[src/rtl/multi_cycle_cu.sv]
// Multi-cycle CPU control unit: state sequencer plus combinational field decode.
// Optional feature macro: DMEM_WAIT_EN (adds MemReady; MEM stalls until ready).

`ifndef PC_NEXT_INS
`define PC_NEXT_INS 2'b00
`endif
`ifndef PC_REL_JMP
`define PC_REL_JMP 2'b01
`endif
`ifndef PC_ABS_JMP
`define PC_ABS_JMP 2'b10
`endif
`ifndef ALU_ADD
`define ALU_ADD 3'b000
`endif
`ifndef ALU_SUB
`define ALU_SUB 3'b001
`endif
`ifndef ALU_AND
`define ALU_AND 3'b010
`endif
`ifndef ALU_OR
`define ALU_OR 3'b011
`endif
`ifndef ALU_SLL
`define ALU_SLL 3'b100
`endif
`ifndef ALU_SLT
`define ALU_SLT 3'b101
`endif
`ifndef REG_FROM_ALU
`define REG_FROM_ALU 1'b0
`endif
`ifndef REG_FROM_DATAMEMORY
`define REG_FROM_DATAMEMORY 1'b1
`endif
`ifndef SRCA_REG
`define SRCA_REG 1'b0
`endif
`ifndef SRCA_SHAMT
`define SRCA_SHAMT 1'b1
`endif
`ifndef SRCB_REG
`define SRCB_REG 1'b0
`endif
`ifndef SRCB_IMM
`define SRCB_IMM 1'b1
`endif
`ifndef REG_DST_RT
`define REG_DST_RT 1'b0
`endif
`ifndef REG_DST_RD
`define REG_DST_RD 1'b1
`endif
`ifndef EXT_ZERO
`define EXT_ZERO 1'b0
`endif
`ifndef EXT_SIGN
`define EXT_SIGN 1'b1
`endif

module multi_cycle_cu #(
  localparam int unsigned OP_W    = 6,
  localparam int unsigned ST_W    = 3,
  localparam int unsigned PCSRC_W = 2,
  localparam int unsigned ALUOP_W = 3
) (
  input  logic               CLK,
  input  logic               Reset,
  input  logic [OP_W-1:0]    Opcode,
  input  logic [OP_W-1:0]    Funct,
  input  logic               Zero,
  input  logic               Sign,
`ifdef DMEM_WAIT_EN
  input  logic               MemReady,
`endif
  output logic [ST_W-1:0]    State,
  output logic               PCWrite,
  output logic               IRWrite,
  output logic               RegWrite,
  output logic               MemRead,
  output logic               MemWrite,
  output logic               ALUSrcA,
  output logic               ALUSrcB,
  output logic               RegDst,
  output logic               MemToReg,
  output logic               ExtSel,
  output logic [PCSRC_W-1:0] PCSrc,
  output logic [ALUOP_W-1:0] ALUOp,
  output logic               Halted
);

  localparam logic [OP_W-1:0] OP_RTYPE = 6'b000000;
  localparam logic [OP_W-1:0] OP_ADDI  = 6'b001000;
  localparam logic [OP_W-1:0] OP_ORI   = 6'b001101;
  localparam logic [OP_W-1:0] OP_LW    = 6'b100011;
  localparam logic [OP_W-1:0] OP_SW    = 6'b101011;
  localparam logic [OP_W-1:0] OP_BEQ   = 6'b000100;
  localparam logic [OP_W-1:0] OP_BNE   = 6'b000101;
  localparam logic [OP_W-1:0] OP_BGTZ  = 6'b000111;
  localparam logic [OP_W-1:0] OP_J     = 6'b000010;
  localparam logic [OP_W-1:0] OP_HALT  = 6'b111111;

  localparam logic [OP_W-1:0] FN_ADD = 6'b100000;
  localparam logic [OP_W-1:0] FN_SUB = 6'b100010;
  localparam logic [OP_W-1:0] FN_AND = 6'b100100;
  localparam logic [OP_W-1:0] FN_OR  = 6'b100101;
  localparam logic [OP_W-1:0] FN_SLL = 6'b000000;
  localparam logic [OP_W-1:0] FN_SLT = 6'b101010;

  typedef enum logic [ST_W-1:0] {
    S_IF   = 3'b000,
    S_ID   = 3'b001,
    S_EXE  = 3'b010,
    S_MEM  = 3'b011,
    S_WB   = 3'b100,
    S_HALT = 3'b111
  } state_e;

  state_e state_q;
  state_e state_d;
  logic   mem_ready;
  logic   branch_taken;

`ifdef DMEM_WAIT_EN
  assign mem_ready = MemReady;
`else
  assign mem_ready = 1'b1;
`endif

  assign State  = ST_W'(state_q);
  assign Halted = (state_q == S_HALT);

  // Branch condition, meaningful only while the ALU flags are valid in EXE
  always_comb begin
    branch_taken = 1'b0;
    case (Opcode)
      OP_BEQ:  branch_taken = Zero;
      OP_BNE:  branch_taken = ~Zero;
      OP_BGTZ: branch_taken = ~Zero & ~Sign;
      default: branch_taken = 1'b0;
    endcase
  end

  // Datapath mux selects and ALU operation decoded straight from the instruction fields
  always_comb begin
    ALUSrcA  = `SRCA_REG;
    ALUSrcB  = `SRCB_REG;
    RegDst   = `REG_DST_RT;
    MemToReg = `REG_FROM_ALU;
    ExtSel   = `EXT_ZERO;
    ALUOp    = `ALU_ADD;
    case (Opcode)
      OP_RTYPE: begin
        RegDst = `REG_DST_RD;
        case (Funct)
          FN_ADD:  ALUOp = `ALU_ADD;
          FN_SUB:  ALUOp = `ALU_SUB;
          FN_AND:  ALUOp = `ALU_AND;
          FN_OR:   ALUOp = `ALU_OR;
          FN_SLL: begin
            ALUOp   = `ALU_SLL;
            ALUSrcA = `SRCA_SHAMT;
          end
          FN_SLT:  ALUOp = `ALU_SLT;
          default: ALUOp = `ALU_ADD;
        endcase
      end
      OP_ADDI: begin
        ALUSrcB = `SRCB_IMM;
        ExtSel  = `EXT_SIGN;
        ALUOp   = `ALU_ADD;
      end
      OP_ORI: begin
        ALUSrcB = `SRCB_IMM;
        ExtSel  = `EXT_ZERO;
        ALUOp   = `ALU_OR;
      end
      OP_LW: begin
        ALUSrcB  = `SRCB_IMM;
        ExtSel   = `EXT_SIGN;
        MemToReg = `REG_FROM_DATAMEMORY;
        ALUOp    = `ALU_ADD;
      end
      OP_SW: begin
        ALUSrcB = `SRCB_IMM;
        ExtSel  = `EXT_SIGN;
        ALUOp   = `ALU_ADD;
      end
      OP_BEQ, OP_BNE, OP_BGTZ: begin
        ExtSel = `EXT_SIGN;
        ALUOp  = `ALU_SUB;
      end
      default: ;
    endcase
  end

  // State register; reset abandons any instruction in flight and leaves HALT
  always_ff @(posedge CLK or negedge Reset) begin
    if (!Reset) begin
      state_q <= S_IF;
    end else begin
      state_q <= state_d;
    end
  end

  // Next-state selection and write-enable/strobe generation from the current state
  always_comb begin
    state_d  = state_q;
    PCWrite  = 1'b0;
    IRWrite  = 1'b0;
    RegWrite = 1'b0;
    MemRead  = 1'b1;
    MemWrite = 1'b1;
    PCSrc    = `PC_NEXT_INS;
    case (state_q)
      S_IF: begin
        IRWrite = 1'b1;
        PCWrite = 1'b1;
        PCSrc   = `PC_NEXT_INS;
        state_d = S_ID;
      end
      S_ID: begin
        case (Opcode)
          OP_RTYPE, OP_ADDI, OP_ORI, OP_LW, OP_SW,
          OP_BEQ, OP_BNE, OP_BGTZ: state_d = S_EXE;
          OP_J: begin
            PCWrite = 1'b1;
            PCSrc   = `PC_ABS_JMP;
            state_d = S_IF;
          end
          OP_HALT: state_d = S_HALT;
          default: state_d = S_IF;
        endcase
      end
      S_EXE: begin
        case (Opcode)
          OP_RTYPE, OP_ADDI, OP_ORI: state_d = S_WB;
          OP_LW, OP_SW:              state_d = S_MEM;
          OP_BEQ, OP_BNE, OP_BGTZ: begin
            if (branch_taken) begin
              PCWrite = 1'b1;
              PCSrc   = `PC_REL_JMP;
            end
            state_d = S_IF;
          end
          default: state_d = S_IF;
        endcase
      end
      S_MEM: begin
        if (Opcode == OP_LW) begin
          MemRead = 1'b0;
        end
        if (Opcode == OP_SW) begin
          MemWrite = 1'b0;
        end
        if (mem_ready) begin
          state_d = (Opcode == OP_LW) ? S_WB : S_IF;
        end
      end
      S_WB: begin
        RegWrite = 1'b1;
        state_d  = S_IF;
      end
      S_HALT: state_d = S_HALT;
      default: state_d = S_IF;
    endcase
    // Reset holds every enable and strobe inactive even though the state already reads IF
    if (!Reset) begin
      PCWrite  = 1'b0;
      IRWrite  = 1'b0;
      RegWrite = 1'b0;
      MemRead  = 1'b1;
      MemWrite = 1'b1;
      PCSrc    = `PC_NEXT_INS;
    end
  end

endmodule
[config.mk]
export PLATFORM = sky130hd
export DESIGN_NAME = multi_cycle_cu
export DESIGN_NICKNAME = d
export VERILOG_FILES = /design/src/rtl/multi_cycle_cu.sv
export SDC_FILE = /design/constraint.sdc
export NUM_CORES = 1
export LEC_CHECK = 0
export ABC_AREA = 0
export CAP_MARGIN = 20
export CELL_PAD_IN_SITES_DETAIL_PLACEMENT = 0
export CELL_PAD_IN_SITES_GLOBAL_PLACEMENT = 1
export CORE_MARGIN = 2
export CORE_UTILIZATION = 23
export DETAILED_ROUTE_END_ITERATION = 10
export PLACE_DENSITY_LB_ADDON = 0.2
export SLEW_MARGIN = 20
export SYNTH_ARGS = -nofsm -noshare
export SYNTH_HDL_FRONTEND = slang
export SYNTH_SLANG_ARGS = --single-unit
[constraint.sdc]
create_clock -name CLK -period 1.33 [get_ports CLK]
set_input_delay 0.133 -clock CLK [delete_from_list [all_inputs] [get_ports CLK]]
set_output_delay 0.133 -clock CLK [all_outputs]
set_load 0.03 [all_outputs]
# == Word-level counts from Yosys, hierarchy flattened ==
# Index checks and enable logic that the tools add are counted.
# word_totals
regBits,3
inputBits,16
output_inout_bits,19
word_cells,64
# classes
eq_ne,18
muxes,33
bitwise,3
n_reduce_logical,9
# op_table
op,n
6-bit == test (second input constant),7
3-bit one-hot mux with 5 select lines,2
1-bit 2-to-1 mux,22
6-bit by 3-bit == test with 1-bit output (second input constant),3
6-bit by 4-bit == test with 1-bit output (second input constant),2
6-bit zero test,2
3-bit one-hot mux with 2 select lines,2
3-bit one-hot mux with 3 select lines,1
8-bit OR reduction,1
3-bit by 2-bit == test with 1-bit output (second input constant),2
3-bit == test (second input constant),2
6-bit by 2-bit == test with 1-bit output (second input constant),1
1-bit one-hot mux with 3 select lines,2
3-bit OR reduction,2
6-bit OR reduction,1
2-bit 2-to-1 mux,2
2-bit one-hot mux with 2 select lines,1
4-bit OR reduction,1
3-bit by 1-bit == test with 1-bit output (second input constant),1
3-bit zero test,1
3-bit 2-to-1 mux,1
1-bit inverter,2
2-bit OR reduction,1
1-bit bitwise AND,1

# == Depth between registers and ports, before layout ==
# depth
ltp_word,7
mapped_depth,5
depth_no_buf,4

# == Least setup slack after synthesis ==
# No wires, ideal clock.
# synth_timing
path_type,reg2out
from,register state_q[0] (netlist: State[0])
to,output PCWrite
arrival_time_ps,2264
t_required_ps,1197
setup_slack_ps,-1067
path_stages_with_launch,5
path_buffers,0
cell_sequence,dfrtp_1 nor2b_1 nand2_1 nor4_1 or2_1
# synth_between
elab_chain_cells,3
elab_cells_between_ends,5
cone_classes,eq/ne (2); mux (2); reduce/logical (1)
# synth_lines
element,line_no,source
from (decl),120,state_e state_q;
from (signal assigned),203,state_q <= state_d;
"3-bit by 2-bit == test with 1-bit output, or another cell as far along",216,case (state_q)
1-bit one-hot mux with 3 select lines *,216,
1-bit 2-to-1 mux *,269,if (!Reset) begin
to (decl),78,"output logic PCWrite,"
# Every way passes the cells marked *; elsewhere a longest branch is shown, timed or not.

# == Final worst setup path ==
# layout_timing
from,register state_q[2] (netlist: State[2])
to,output PCWrite
# Same word-level chain as after synthesis.

==> flow_metrics.tcl <==
set metrics [dict create \
    setup_viol 15 \
    place_hpwl_um 1592 \
    grt_pass1_wl_um 3560 \
    switchingPower_uw 452.3 \
    drive_above_1_share 0.6392 \
    startpoint "State[2]$_DFF_PN0_" \
    post_synth_num_cell_types 35 \
    leakagePower_nw 0.6210 \
    p_clk_frac 0.154 \
    cts_max_level 1 \
    r2r_cells 5 \
    dr.first_iter.drc_count 21 \
    crit_path_max_incr_delay_ps 390 \
    synth_cells 89 \
    worstPathRequired_ps 1200 \
    rr_endpoint "State[2]$_DFF_PN0_" \
    p_seq_frac 0.132 \
    antenna_found_initial 0 \
    async_reset_ff_frac 1.000 \
    fin_ws_ps -245.0 \
    worstReg2RegStart "State[1]$_DFF_PN0_" \
    combinationalPowerShare 0.713 \
    use_met3 0.02222 \
    path_clk_slew_ps 50 \
    start_util 0.2383 \
    most-common-layout-cells "34 x buf_4, 23 x buf_6, 9 x nor2_1, 9 x clkdlybuf4s50_1" \
    setup.worst_path.end_class "output pin" \
    grt_usage 0.1652 \
    drcViolationCount 0 \
    placementRows 18 \
    powerDensity_nw_per_um2 758.1 \
    arrival_ps 1440 \
    hold_violations 0 \
    dpl.cell_count 171 \
    syn-cell-area_um2 574.3 \
    dieArea_um2 2913 \
    cts_buffer_depth 2 \
    final-instance-count-excl-fill 188 \
    synth_edf_count 0 \
    vias 925 \
    finalCritPeriodShare 1.184 \
    cts_hold_buf 0 \
    io_pins 35 \
    grt.busiest_layer "met2" \
    grt_util_met2 0.3191 \
    worst_pin_slew_ps 300.3 \
    critPathKind "register to output pin" \
    drt_first_pass_iters 4 \
    tns_ps -1648 \
    cts_root_buffer "clkbuf_4" \
    port_buffers 34 \
    clk_latency_ps 240 \
    cp_slowest_cell "dfrtp_2" \
    final_common_cell "buf_4" \
    yosys-top-cells-area "dfrtp_1 13%, nor2_1 9.2%, a21oi_1 6.1%" \
    synth-warning-count 0 \
    crit_path_frequent_cell "buf_6" \
    synth_area_leader_cell "dfrtp_1" \
    synth-seq-cells 3 \
    hold_class "input port to async pin" \
    violations "setup timing" \
    syn_to_final_growth_pct 152.7 \
    grt.overflow.total 0 \
    seq_area_frac_synth 0.1307 \
    wl_per_cell_um 12.14 \
    largest_reg_flops 3 \
    core_um2 2410 \
    cts.sinks 3 \
    ant_nets 0 \
    gp_congestion 0.7203 \
    p_int_uw 648.0 \
    cts_buffers 3 \
    cp_cell_sequence "nand2b_4, buf_6, nor4_4, or2_4, buf_6" \
    insertedDiodeCount 0 \
    crit_fanout 4 \
    peakVddDrop_v 0.0007122 \
    swShare 0.4111 \
    synth_area_per_cell_um2 6.453 \
    cts_tree "yes" \
    max_slew_margin 0.7998 \
    grt_use_met1 0.1841 \
    outcome "finished, violations left" \
    ys.flop_type "dfrtp_1" \
    syn_nets 105 \
    p_total_mw 1.100 \
    dp_slack_ps -563.9 \
    rsz0062_at_grt "yes" \
    num-nets-final 175 \
    r2r_slack_ps -30 \
    avgViaCountPerCell 4.920 \
    maxCapViolCount 0 \
    start_kind "register" \
    maxSlewViolCount 0 \
    die_w_um 53.97 \
    synth_top_area_share 0.1307 \
    postRouteWirelength_um 2282 \
    die_h_um 53.97 \
    grt_max_degree 12 \
    final.min_clock_period_ps 1575 \
    max_freq_mhz 634.9 \
    grt_pass1_vias 842 \
    fin_skew_ps 10.93 \
]
[critical path, delay by kind of cell (launching register included)]
| family | cells | cell delay (ps) |
|---|---|---|
| and+or+nand+nor | 3 | 560 |
| DFF | 1 | 390 |
| buffers and inverters | 2 | 240 |
[how the worst max path moves through the flow]
stage                to  slack, ps  cells after the start
5_1_grt        PCSrc[1]       -280                      5
6_report        PCWrite       -250                      5
4_1_cts         PCWrite       -220                      5
2_1_floorplan   PCWrite       -330                      4
3_3_place_gp   ALUOp[0]       -550                      6
3_5_place_dp   MemWrite       -560                      5
[cells by family (layout without fill, tap and decap cells)]
group,after synthesis,in the layout,synth area share
DFF,3,3,0.1307
buffers and inverters,10,79,0.08715
AOI/OAI and AO/OA,23,23,0.2615
and+or+nand+nor,53,53,0.5207
[power by group through the flow]
stage | Combinational (mW) | Sequential (mW) | Clock, mW
floorplan | 0.221 | 0.191 | 0
global placement | 0.522 | 0.139 | 0
detailed placement | 0.524 | 0.140 | 0
CTS | 0.712 | 0.144 | 0.168
global route | 0.833 | 0.148 | 0.179
finish | 0.785 | 0.146 | 0.170
[final cells by class]
type	instances	area, µm²
clock buffers	4	26.28
fillers	220	958.4
inverters	2	12.51
multi-input cells	76	643.1
flip-flops and latches	3	78.83
well taps	30	37.54
repair buffers	73	653.1
[synthesized netlist by cell type, types with 3 or more instances]
| library cell | number |
|---|---|
| nor4_1 | 3 |
| nor3_1 | 5 |
| nand2_1 | 7 |
| dfrtp_1 | 3 |
| buf_2 | 4 |
| nor2_1 | 14 |
| clkbuf_1 | 3 |
| nand3_1 | 5 |
| nand2b_1 | 3 |
| o21ai_0 | 5 |
| a21oi_1 | 7 |
[layer usage]
| metal | vias to the layer above | routed length, µm |
|---|---|---|
| met2 | 21 | 1283 |
| met1 | 430 | 917 |
| met4 | 0 | 0 |
| met3 | 0 | 81 |
| met5 | - | 0 |
| li1 | 474 | - |
[per-stage QoR]
| step | utilization | hold slack [ps] | cell area, µm² |
|---|---|---|---|
| global route | 0.6023 | 280.2 | 1451 |
| detailed placement | 0.4782 | 438.0 | 1152 |
| finish | 0.6023 | 260.2 | 1451 |
| global placement | 0.4782 | 428.2 | 1152 |
| floorplan | - | -162.6 | 661.9 |
| CTS | 0.5504 | 256.7 | 1326 |
[timing repair]
action,CTS,global route
buffers inserted,5,8
pin swaps,13,11
hold endpoints to repair,0,0
cloned,0,0
gates resized for setup,70,24
endpoints found under the setup margin,20,17
Note: power is estimated with default switching activity, not from simulation.
